===== src/rtl/gpu_host_link.sv =====
`default_nettype none
//==============================================================================
// Module   : gpu_host_link
// Brief    : Host-side initiator of the GPU-controller command protocol.
//            Accepts COPY_TO_GPU / COPY_FROM_GPU requests and issues them
//            as instr, addr, count and then a data phase. Uploads are
//            buffered first; downloads are forwarded with an ack timeout.
// Revision : 1.0 - initial release
//==============================================================================
module gpu_host_link #(
    parameter int BUF_WORDS   = 16,
    parameter int ACK_TIMEOUT = 1024
) (
    input  logic        clk,
    input  logic        rst,
    input  logic        req_valid,
    output logic        req_ready,
    input  logic [1:0]  req_op,
    input  logic [31:0] req_addr,
    input  logic [31:0] req_count,
    input  logic        wr_valid,
    input  logic [31:0] wr_data,
    output logic        wr_ready,
    output logic        rd_valid,
    output logic [31:0] rd_data,
    output logic        done,
    output logic        err,
    output logic [31:0] gpu_instr,
    output logic [31:0] gpu_data,
    input  logic [31:0] gpu_out_data,
    input  logic        gpu_out_ack
);

    // Pointers carry one extra bit so a full buffer is distinguishable.
    localparam int c_PTR_W = $clog2(BUF_WORDS) + 1;
    localparam int c_IDX_W = c_PTR_W - 1;
    localparam int c_TMO_W = $clog2(ACK_TIMEOUT + 1);

    localparam logic [1:0]         c_OP_TO     = 2'd1;
    localparam logic [1:0]         c_OP_FROM   = 2'd2;
    localparam logic [31:0]        c_MAX_BYTES = 32'(4 * BUF_WORDS);
    localparam logic [c_TMO_W-1:0] c_TMO_LAST  = c_TMO_W'(ACK_TIMEOUT - 1);

    localparam logic [2:0] c_IDLE       = 3'd0;
    localparam logic [2:0] c_FILL       = 3'd1;
    localparam logic [2:0] c_SEND_INSTR = 3'd2;
    localparam logic [2:0] c_SEND_ADDR  = 3'd3;
    localparam logic [2:0] c_SEND_COUNT = 3'd4;
    localparam logic [2:0] c_SEND_DATA  = 3'd5;
    localparam logic [2:0] c_RECV_DATA  = 3'd6;

    logic [2:0]         r_state;
    logic [1:0]         r_op;
    logic [31:0]        r_addr;
    logic [31:0]        r_count;
    logic [31:0]        r_nwords;
    logic [c_PTR_W-1:0] r_wr_ptr;
    logic [c_PTR_W-1:0] r_rd_ptr;
    logic [31:0]        r_rx_cnt;
    logic [c_TMO_W-1:0] r_tmo;
    logic               r_req_ready;
    logic               r_rd_valid;
    logic [31:0]        r_rd_data;
    logic               r_done;
    logic               r_err;
    logic [31:0]        r_buf [BUF_WORDS];

    logic [2:0]         w_state_nxt;
    logic               w_done_nxt;
    logic               w_err_nxt;
    logic               w_accept;
    logic               w_req_bad;
    logic               w_wr_ready;
    logic               w_wr_fire;
    logic               w_wr_last;
    logic               w_rd_last;
    logic               w_rx_last;

    assign w_accept   = r_req_ready & req_valid;
    assign w_req_bad  = ((req_op != c_OP_TO) && (req_op != c_OP_FROM)) ||
                        (req_count == 32'd0) ||
                        (req_count[1:0] != 2'b00) ||
                        ((req_op == c_OP_TO) && (req_count > c_MAX_BYTES));
    assign w_wr_ready = (r_state == c_FILL) && (32'(r_wr_ptr) < r_nwords);
    assign w_wr_fire  = w_wr_ready & wr_valid;
    assign w_wr_last  = (32'(r_wr_ptr) == (r_nwords - 32'd1));
    assign w_rd_last  = (32'(r_rd_ptr) == (r_nwords - 32'd1));
    assign w_rx_last  = ((r_rx_cnt + 32'd1) == r_nwords);

    // Next-state and completion/error pulse decode.
    always_comb begin
        w_state_nxt = r_state;
        w_done_nxt  = 1'b0;
        w_err_nxt   = 1'b0;
        case (r_state)
            c_IDLE: begin
                if (w_accept) begin
                    if (w_req_bad) begin
                        w_err_nxt = 1'b1;
                    end else if (req_op == c_OP_TO) begin
                        w_state_nxt = c_FILL;
                    end else begin
                        w_state_nxt = c_SEND_INSTR;
                    end
                end
            end
            c_FILL: begin
                if (w_wr_fire && w_wr_last) begin
                    w_state_nxt = c_SEND_INSTR;
                end
            end
            c_SEND_INSTR: w_state_nxt = c_SEND_ADDR;
            c_SEND_ADDR:  w_state_nxt = c_SEND_COUNT;
            c_SEND_COUNT: w_state_nxt = (r_op == c_OP_TO) ? c_SEND_DATA : c_RECV_DATA;
            c_SEND_DATA: begin
                if (w_rd_last) begin
                    w_state_nxt = c_IDLE;
                    w_done_nxt  = 1'b1;
                end
            end
            c_RECV_DATA: begin
                // An ack in the timeout cycle still counts as in time.
                if (gpu_out_ack) begin
                    if (w_rx_last) begin
                        w_state_nxt = c_IDLE;
                        w_done_nxt  = 1'b1;
                    end
                end else if (r_tmo == c_TMO_LAST) begin
                    w_state_nxt = c_IDLE;
                    w_err_nxt   = 1'b1;
                end
            end
            default: w_state_nxt = c_IDLE;
        endcase
    end

    // Control state, command latches, pointers and registered pulses.
    always_ff @(posedge clk or posedge rst) begin
        if (rst) begin
            r_state     <= c_IDLE;
            r_op        <= 2'd0;
            r_addr      <= 32'd0;
            r_count     <= 32'd0;
            r_nwords    <= 32'd0;
            r_wr_ptr    <= '0;
            r_rd_ptr    <= '0;
            r_rx_cnt    <= 32'd0;
            r_tmo       <= '0;
            r_req_ready <= 1'b0;
            r_rd_valid  <= 1'b0;
            r_rd_data   <= 32'd0;
            r_done      <= 1'b0;
            r_err       <= 1'b0;
        end else begin
            r_state     <= w_state_nxt;
            r_done      <= w_done_nxt;
            r_err       <= w_err_nxt;
            // Low on the done/err cycle so commands are separated by a NOP.
            r_req_ready <= (w_state_nxt == c_IDLE) && !w_done_nxt && !w_err_nxt;
            r_rd_valid  <= 1'b0;

            if ((r_state == c_IDLE) && w_accept) begin
                r_op     <= req_op;
                r_addr   <= req_addr;
                r_count  <= req_count;
                r_nwords <= req_count >> 2;
                r_wr_ptr <= '0;
                r_rd_ptr <= '0;
                r_rx_cnt <= 32'd0;
            end

            if (w_wr_fire) begin
                r_wr_ptr <= r_wr_ptr + 1'b1;
            end

            if (r_state == c_SEND_DATA) begin
                r_rd_ptr <= r_rd_ptr + 1'b1;
            end

            if (r_state == c_SEND_COUNT) begin
                r_tmo <= c_TMO_W'(1);
            end

            if (r_state == c_RECV_DATA) begin
                if (gpu_out_ack) begin
                    r_rd_valid <= 1'b1;
                    r_rd_data  <= gpu_out_data;
                    r_rx_cnt   <= r_rx_cnt + 32'd1;
                    r_tmo      <= c_TMO_W'(1);
                end else begin
                    r_tmo <= r_tmo + 1'b1;
                end
            end
        end
    end

    // Upload buffer storage; contents need no reset since pointers gate use.
    always_ff @(posedge clk) begin
        if (w_wr_fire) begin
            r_buf[r_wr_ptr[c_IDX_W-1:0]] <= wr_data;
        end
    end

    // Controller-side data wires: a word only in the phases that carry one.
    always_comb begin
        gpu_data = 32'd0;
        case (r_state)
            c_SEND_ADDR:  gpu_data = r_addr;
            c_SEND_COUNT: gpu_data = r_count;
            c_SEND_DATA:  gpu_data = r_buf[r_rd_ptr[c_IDX_W-1:0]];
            default:      gpu_data = 32'd0;
        endcase
    end

    assign gpu_instr = (r_state == c_SEND_INSTR) ? {30'd0, r_op} : 32'd0;
    assign req_ready = r_req_ready;
    assign wr_ready  = w_wr_ready;
    assign rd_valid  = r_rd_valid;
    assign rd_data   = r_rd_data;
    assign done      = r_done;
    assign err       = r_err;

endmodule
`default_nettype wire


===== config.mk =====
export PLATFORM = sky130hd
export DESIGN_NAME = gpu_host_link
export DESIGN_NICKNAME = d
export VERILOG_FILES = /design/src/rtl/gpu_host_link.sv
export SDC_FILE = /design/constraint.sdc
export NUM_CORES = 1
export LEC_CHECK = 0
export BUFFER_PORTS_ARGS = -buffer_cell sky130_fd_sc_hd__buf_2
export CORE_MARGIN = 2
export CORE_UTILIZATION = 45
export CTS_BUF_LIST = sky130_fd_sc_hd__clkbuf_4 sky130_fd_sc_hd__clkbuf_8 sky130_fd_sc_hd__clkbuf_16
export DETAILED_ROUTE_END_ITERATION = 8
export MAX_ROUTING_LAYER = met4
export PLACE_DENSITY = 0.65
export RECOVER_POWER = 100
export SETUP_SLACK_MARGIN = 0.05
export SLEW_MARGIN = 40
export SYNTH_ARGS = -nofsm -noshare
export SYNTH_HDL_FRONTEND = slang
export SYNTH_SLANG_ARGS = --single-unit

===== constraint.sdc =====
create_clock -name clk -period 4.9 [get_ports clk]
set_clock_uncertainty 0.05 [all_clocks]
set_input_delay 0.245 -clock clk [delete_from_list [all_inputs] [get_ports clk]]
set_output_delay 0.245 -clock clk [all_outputs]
set_load 0.02 [all_outputs]

==> results of run 1 <==
## synthesized netlist by cell type, types with 9 or more instances
| cell | number |
|---|---|
| edfxtp_1 | 512 |
| nand2_1 | 346 |
| mux4_2 | 160 |
| dfrtp_1 | 158 |
| clkbuf_1 | 84 |
| o21ai_0 | 79 |
| a22o_1 | 66 |
| nor2_1 | 52 |
| nand3_1 | 42 |
| xnor2_1 | 38 |
| buf_4 | 30 |
| buf_1 | 29 |
| nor3_1 | 28 |
| a21oi_1 | 25 |
| nor4_1 | 23 |
| xor2_1 | 21 |
| inv_1 | 19 |
| and3_1 | 14 |
| ha_1 | 14 |
| nand4_1 | 14 |
| o31ai_1 | 14 |
| a31oi_1 | 10 |
| and4_1 | 9 |
## cell type report
| type | instances | area (um^2) | area share |
|---|---|---|---|
| Clock inverter | 37 | 469.2 | 0.01364 |
| Sequential cell | 670 | 19340 | 0.5624 |
| Multi-Input combinational cell | 1083 | 8816 | 0.2563 |
| Clock buffer | 91 | 1951 | 0.05672 |
| Inverter | 20 | 76.32 | 0.002219 |
| Timing Repair Buffer | 389 | 2663 | 0.07742 |
| Antenna cell | 6 | 15.01 | 0.0004366 |
| Tap cell | 846 | 1059 | 0.03078 |
## logic make-up (layout without fill, tap and decap cells)
kind of cell             after synthesis  in the layout  synth area share
XOR/XNOR                              59             59           0.01801
buffers and inverters                168            537           0.02612
other                                  1             36         0.0001307
adder cells (fa/ha/maj)               14             14          0.006106
flip-flops                           670            670            0.6738
multiplexers                         167            167            0.1281
AND/OR/NAND/NOR                      578            578           0.09107
AO/OA/AOI/OAI                        235            235           0.05670
## stage by stage
step	util	worst slack [ns]	hold WS (ns)	power, mW
finish	0.5452	0.6433	0.03743	18.13
detailed placement	0.4896	1.208	0.3675	12.62
global route	0.5452	0.4203	0.03557	18.88
floorplan	-	0.1552	0.2939	10.75
global placement	0.4887	1.174	0.3549	12.54
CTS	0.5488	0.9916	0.005475	18.28
## sequential cells by signal (all words and copies together) (netlist names), 2 cells and up
name / cells
r_buf: 512
r_addr: 32
r_count: 32
r_rx_cnt: 32
rd_data: 32
r_tmo: 11
r_rd_ptr: 5
r_wr_ptr: 5
r_state: 3
r_op: 2
## cell usage in the layout, fill, tap and decap left out, types with 14 or more instances in the layout
cell / n
clkbuf_16: 72
nand3_1: 41
nor3_1: 28
ha_1: 14
xor2_1: 21
nor2_1: 40
and3_1: 14
nor4_1: 22
clkbuf_1: 106
nand2_1: 346
edfxtp_1: 512
nand4_1: 14
buf_4: 18
dfrtp_1: 153
conb_1: 30
clkbuf_4: 19
dlygate4sd3_1: 131
xnor2_1: 38
o31ai_1: 14
a21oi_1: 25
buf_2: 109
clkbuf_2: 15
a22o_1: 66
o21ai_0: 79
inv_1: 19
mux4_2: 160
## worst min-delay path by stage
stage,start,endpoint,slack (ns),cells past startpoint
2_1_floorplan,wr_data[0],r_buf[0][0],0.29,0
3_3_place_gp,rst,rd_data[21],0.35,2
3_5_place_dp,rst,rd_data[10],0.37,2
4_1_cts,gpu_out_ack,r_state[2],0.005,3
5_1_grt,gpu_out_ack,r_state[2],0.04,3
6_report,gpu_out_ack,r_state[2],0.04,3
## worst min-delay path, cell delays in order
cell and delay (ns):
buf_2 0.16, o21bai_1 0.11, o21bai_1 0.14
## what timing repair did
item                      CTS  global route
hold endpoints to repair  675             0
resized for setup           0             0
hold buffers              131             0
buffers inserted            0             0
## layer usage
metal,vias up,global-route usage,wire [um]
met2,883,0.3756,37020
met1,9325,0.3168,31690
met3,146,0.07394,7537
met5,-,-,0
li1,7891,-,-
met4,0,0.08010,2363
## power by group through the flow
| stage | Clock [mW] | Combinational, mW | Sequential (mW) |
|---|---|---|---|
| final | 5.56 | 5.06 | 7.50 |
| after global routing | 5.88 | 5.44 | 7.56 |
| after CTS | 5.66 | 5.14 | 7.48 |
| after detailed placement | 0 | 5.03 | 7.59 |
| after global placement | 0 | 4.98 | 7.56 |
| after floorplan | 0 | 3.60 | 7.15 |
==> run metrics, run 1 <==
status=finished with violations; sequential fraction of the synthesis area=0.6738; # setup viols final=0; CP arrival=3.96 ns; Yosys reg bits=670; Starting Density=0.4548; Area after DPL=30890 um^2; Final TNS setup=0 ns; Detailed Routing Iterations Pass 1=5; die width=256.5 um; Pint=12.20 mW; antenna viol nets, final=0; Setup crit start kind=flop; GPL Wtd Cong=0.9433; RSZ-0062 raised after global routing=false; Comb power frac=0.279; fmax=234.9 MHz; highest fanout seen on the critical path=32; largest net degree at the start of global routing=94; synthesized instance count=1892; Reg-to-Reg Start=r_state[0]; share of the synthesized area in the top cell type=0.5359; ys async rst share=0.2358; Final Max Slew Viols=214; critical path's largest stage delay=0.71 ns; Area contributors post-synth=edfxtp_1 (54%), dfrtp_1 (14%), mux4_2 (13%), nand2_1 (4.5%), a22o_1 (2.0%); Clk pwr share=0.307; layout cells sized above 1=0.2013; largest area contributor in the netlist=edfxtp_1; CP Depth=6; Data required, critical path=4.61 ns; vias post-DR=18250; WL final=78.62 mm; switching pwr=5.927 mW; buffers plus inverters on the worst setup path=2; total congestion overflow=0; top_reg_cell synth=edfxtp_1; Crit path max-delay family=multiplexers; H-tree depth=3; failing checks=capacitance limit, slew limit; DRT iter0 DRCs=2131; Post-Layout Cell Count=3142; min-delay worst type=input port to flop; io pins=236; crit path kind=flop to output pin; Critical Path Sink Type=output pin; CTS max path bufs=3; Worst-Skew Late Latency=0.62 ns; CTS root buf=clkbuf_16; placed cells=2876; Worst VDD drop=0.3451 mV; first-pass GRT wire length=116.5 mm; Slew @ Worst Pin=3.569 ns; Yosys cell types=66; die area=65780 um^2; Synth warnings=0; CTS clk-pin slew, worst paths=0.06 ns; DRC violation count after routing=0; initial antenna violation count=7; R2R setup slack=0.70 ns; post-route cell area=34390 um^2; Fillers=5037; # rows=92; Final period util=0.8687; WL/cell=25.02 um; Worst setup startpoint=r_rd_ptr[0]; endpoints failing hold=0; Area Overhead vs Synth=19.88%; fin crit period=4.257 ns; P_leak=12.31 nW; clock sinks=670; vias in the first global route=18200; Max Cap Viol=3; Post-synth EDFFs=512; share of power burned in registers=0.414; r2r worst-path depth=7; Core Footprint=63080 um^2; post-synth design cell area=28690 um^2; Sw Share=0.3269; CTS Buf Count=71; CTS tree=yes; Avg Cell Area, Syn=15.16 um^2; GRT Resource Usage Total=0.2459; capture point of the worst reg-to-reg path=rd_data[17]; worst path cell trace=clkbuf_4 -> mux4_2 -> mux4_2 -> a22o_1 -> a22o_1 -> clkbuf_1; Critical Path End=gpu_data[20]; PortBufs=205; Die Y-Extent=256.5 um; Vias per Instance=5.807; Layout Nets=2384; highest-delay cell along the critical path=clkbuf_4; Worst slew margin=-1.392; Pwr per Cell Area=527.1 nW/um^2; Detailed Place HPWL=49.05 mm
No activity file was read; power rests on OpenSTA's default activity.
==> inputs of run 2 (changes only) <==
--- a/config.mk
+++ b/config.mk
@@ -11,7 +11,7 @@
 export CTS_BUF_LIST = sky130_fd_sc_hd__clkbuf_4 sky130_fd_sc_hd__clkbuf_8 sky130_fd_sc_hd__clkbuf_16
 export DETAILED_ROUTE_END_ITERATION = 8
 export MAX_ROUTING_LAYER = met4
-export PLACE_DENSITY = 0.65
+export PLACE_DENSITY_LB_ADDON = 0.1
 export RECOVER_POWER = 100
 export SETUP_SLACK_MARGIN = 0.05
 export SLEW_MARGIN = 40
==> constraint.sdc (replaced) <==
create_clock -name clk -period 4.25 [get_ports clk]
set_clock_uncertainty 0.05 [all_clocks]
set_input_delay 0.2125 -clock clk [delete_from_list [all_inputs] [get_ports clk]]
set_output_delay 0.2125 -clock clk [all_outputs]
set_load 0.02 [all_outputs]
==> run metrics, run 2 (synthesized netlist as in run 1, its figures left out) <==
Sw Share=0.3320 (+0.005019); endpoints failing hold=0 (unchanged); die area=65780 um^2 (unchanged); commonest non-fill, non-tap cell in the layout=edfxtp_1; Post-CTS Setup Bufs=0 (unchanged); CTS clk-pin slew, worst paths=0.06 ns (about the same); GPL Wtd Cong=0.9239 (-2.1%); Worst Hold Path EP=r_addr[0]; WL/cell=25.77 um (+3.0%); Final TNS setup=0 ns (unchanged); first-pass GRT wire length=120.1 mm (+3.1%); Setup crit start kind=flop; Reg-to-Reg Start=r_count[3]; share of power burned in registers=0.400 (-0.014); P_leak=12.41 nW (+0.88%); register area=19340 um^2 (about the same); Worst-Skew Late Latency=0.62 ns (about the same); Place WS=0.6455 ns (-0.5629 ns); Final Max Slew Viols=179 (-16%); Tot Pwr=21.06 mW (+16%); clock sinks=670 (unchanged); r2r worst-path depth=10 (+3); total congestion overflow=0 (unchanged); Area Overhead vs Synth=20.40%; RSZ-0062 raised after global routing=false; io pins=236 (unchanged); fmax=257.6 MHz; antenna viol nets, final=0 (unchanged); worst hold start=req_valid; Pint=14.07 mW (+15%); Starting Density=0.4548 (unchanged); Comb power frac=0.298 (+0.019); status=finished with violations; highest fanout seen on the critical path=22 (-31%); CP arrival=3.62 ns (-0.34 ns); Data required, critical path=3.99 ns (-0.62 ns); Hold Path Cell Cnt=5 (+2); crit path kind=flop to output pin; H-tree depth=3 (unchanged); R2R setup slack=0.38 ns (-0.32 ns); Post-CTS Resized=0 (unchanged); Vias per Instance=5.729 (-1.3%); Worst slew margin=-0.08118 (+1.311); Largest register FFs=512 (unchanged); DRT iter0 DRCs=1821 (-15%); CTS Buf Count=74 (+4.2%); DRC violation count after routing=0 (unchanged); Final period util=0.9136; GRT Resource Usage Total=0.2555 (+0.009597); switching pwr=6.992 mW (+18%); die width=256.5 um (unchanged); fin crit period=3.883 ns; largest net degree at the start of global routing=106 (+13%); # setup viols final=0 (unchanged); PortBufs=205 (unchanged); vias post-DR=18100 (-0.81%); capture point of the worst reg-to-reg path=r_buf[4][19]; min-delay worst type=input port to flop; Slew @ Worst Pin=1.622 ns (-1.947 ns); Pwr per Cell Area=609.8 nW/um^2 (+16%); Detailed Place HPWL=54.07 mm (+10%); failing checks=capacitance limit, slew limit; CTS root buf=clkbuf_16; WL final=81.40 mm (+3.5%); layout cells sized above 1=0.2077 (+0.006392); initial antenna violation count=3 (-4); Fillers=5162 (+2.5%); highest-count cells in the layout ignoring fill and taps=edfxtp_1 (512), nand2_1 (346), mux4_2 (160); CTS tree=yes; CTS max path bufs=3 (unchanged); # rows=92 (unchanged); vias in the first global route=18090 (-0.61%); Worst VDD drop=0.3414 mV (-1.1%); Max Cap Viol=2 (-1); Core Footprint=63080 um^2 (unchanged); post-route cell area=34540 um^2 (+0.43%); Area after DPL=31060 um^2 (+0.57%); Clk pwr share=0.302 (-0.005); Critical Path Sink Type=output pin; Final WS setup=0.3673 ns (-0.2761 ns); Detailed Routing Iterations Pass 1=7 (+2); Layout Nets=2407 (+0.96%); area of the multi-input gates=8825 um^2 (about the same); Die Y-Extent=256.5 um (unchanged)
run 2: changes by cell type in the layout (fill, tap and decap cells not counted), sizes merged:
cell / previous run / this run
buf: 136 / 153
bufinv: 9 / 5
clkbuf: 213 / 219
clkinv: 20 / 23
clkinvlp: 4 / 1
diode: 6 / 2
dlygate4sd3: 131 / 135
inv: 24 / 22
run 2: worst max-delay path: stages (launching register included):
cell and delay (ns):
dfrtp_4 0.74, buf_4 0.37, mux4_2 0.60, mux4_2 0.57
a22o_1 0.28, a22o_1 0.23, clkbuf_1 0.18
run 2: worst max path at each step:
stage / start / to / slack [ns] / cells past startpoint
6_report: r_rd_ptr[0] / gpu_data[0] / 0.37 / 6
5_1_grt: r_count[3] / r_buf[14][25] / 0.13 / 10
4_1_cts: r_rd_ptr[0] / gpu_data[0] / 0.34 / 6
3_5_place_dp: r_count[3] / r_buf[11][25] / 0.65 / 10
3_3_place_gp: r_count[3] / r_buf[11][25] / 0.67 / 10
2_1_floorplan: r_count[3] / r_buf[15][0] / 0.30 / 10
run 2: timing repair:
item | 4_1_cts | 5_1_grt
endpoints found under the hold margin | 643 | 0
hold buffers | 135 | 0
setup endpoints to repair | 0 | 0
run 2: power by group through the flow:
stage	sequential (mW)	clock, mW	combinational (mW)
6_report	8.43	6.36	6.28
5_1_grt	8.51	6.76	6.74
4_1_cts	8.42	6.50	6.43
3_5_place_dp	8.54	0	6.31
3_3_place_gp	8.53	0	6.27
2_1_floorplan	8.24	0	4.15
run 2: final cells by class:
type | instances | share of cell area
Timing Repair Buffer | 409 | 0.08122
Multi-Input combinational cell | 1083 | 0.2555
Clock inverter | 31 | 0.01076
Clock buffer | 98 | 0.05955
Sequential cell | 670 | 0.5600
Inverter | 20 | 0.002210
Antenna cell | 2 | 0.0001449
Tap cell | 846 | 0.03065
run 2: metrics by stage:
stage	std cells	utilization	hold WS (ns)
after global routing	3158	0.5475	0.1113
after CTS	3156	0.5524	0.001272
final	3159	0.5475	0.08284
after floorplan	1921	-	0.2614
after global placement	2890	0.4917	0.3539
after detailed placement	2892	0.4924	0.3513
run 2: routing by layer:
metal	up-vias	routed length [um]	global-route usage
li1	7950	-	-
met1	9367	36480	0.3674
met2	645	36860	0.3686
met3	136	5385	0.05032
met4	0	2682	0.08220
met5	-	0	-
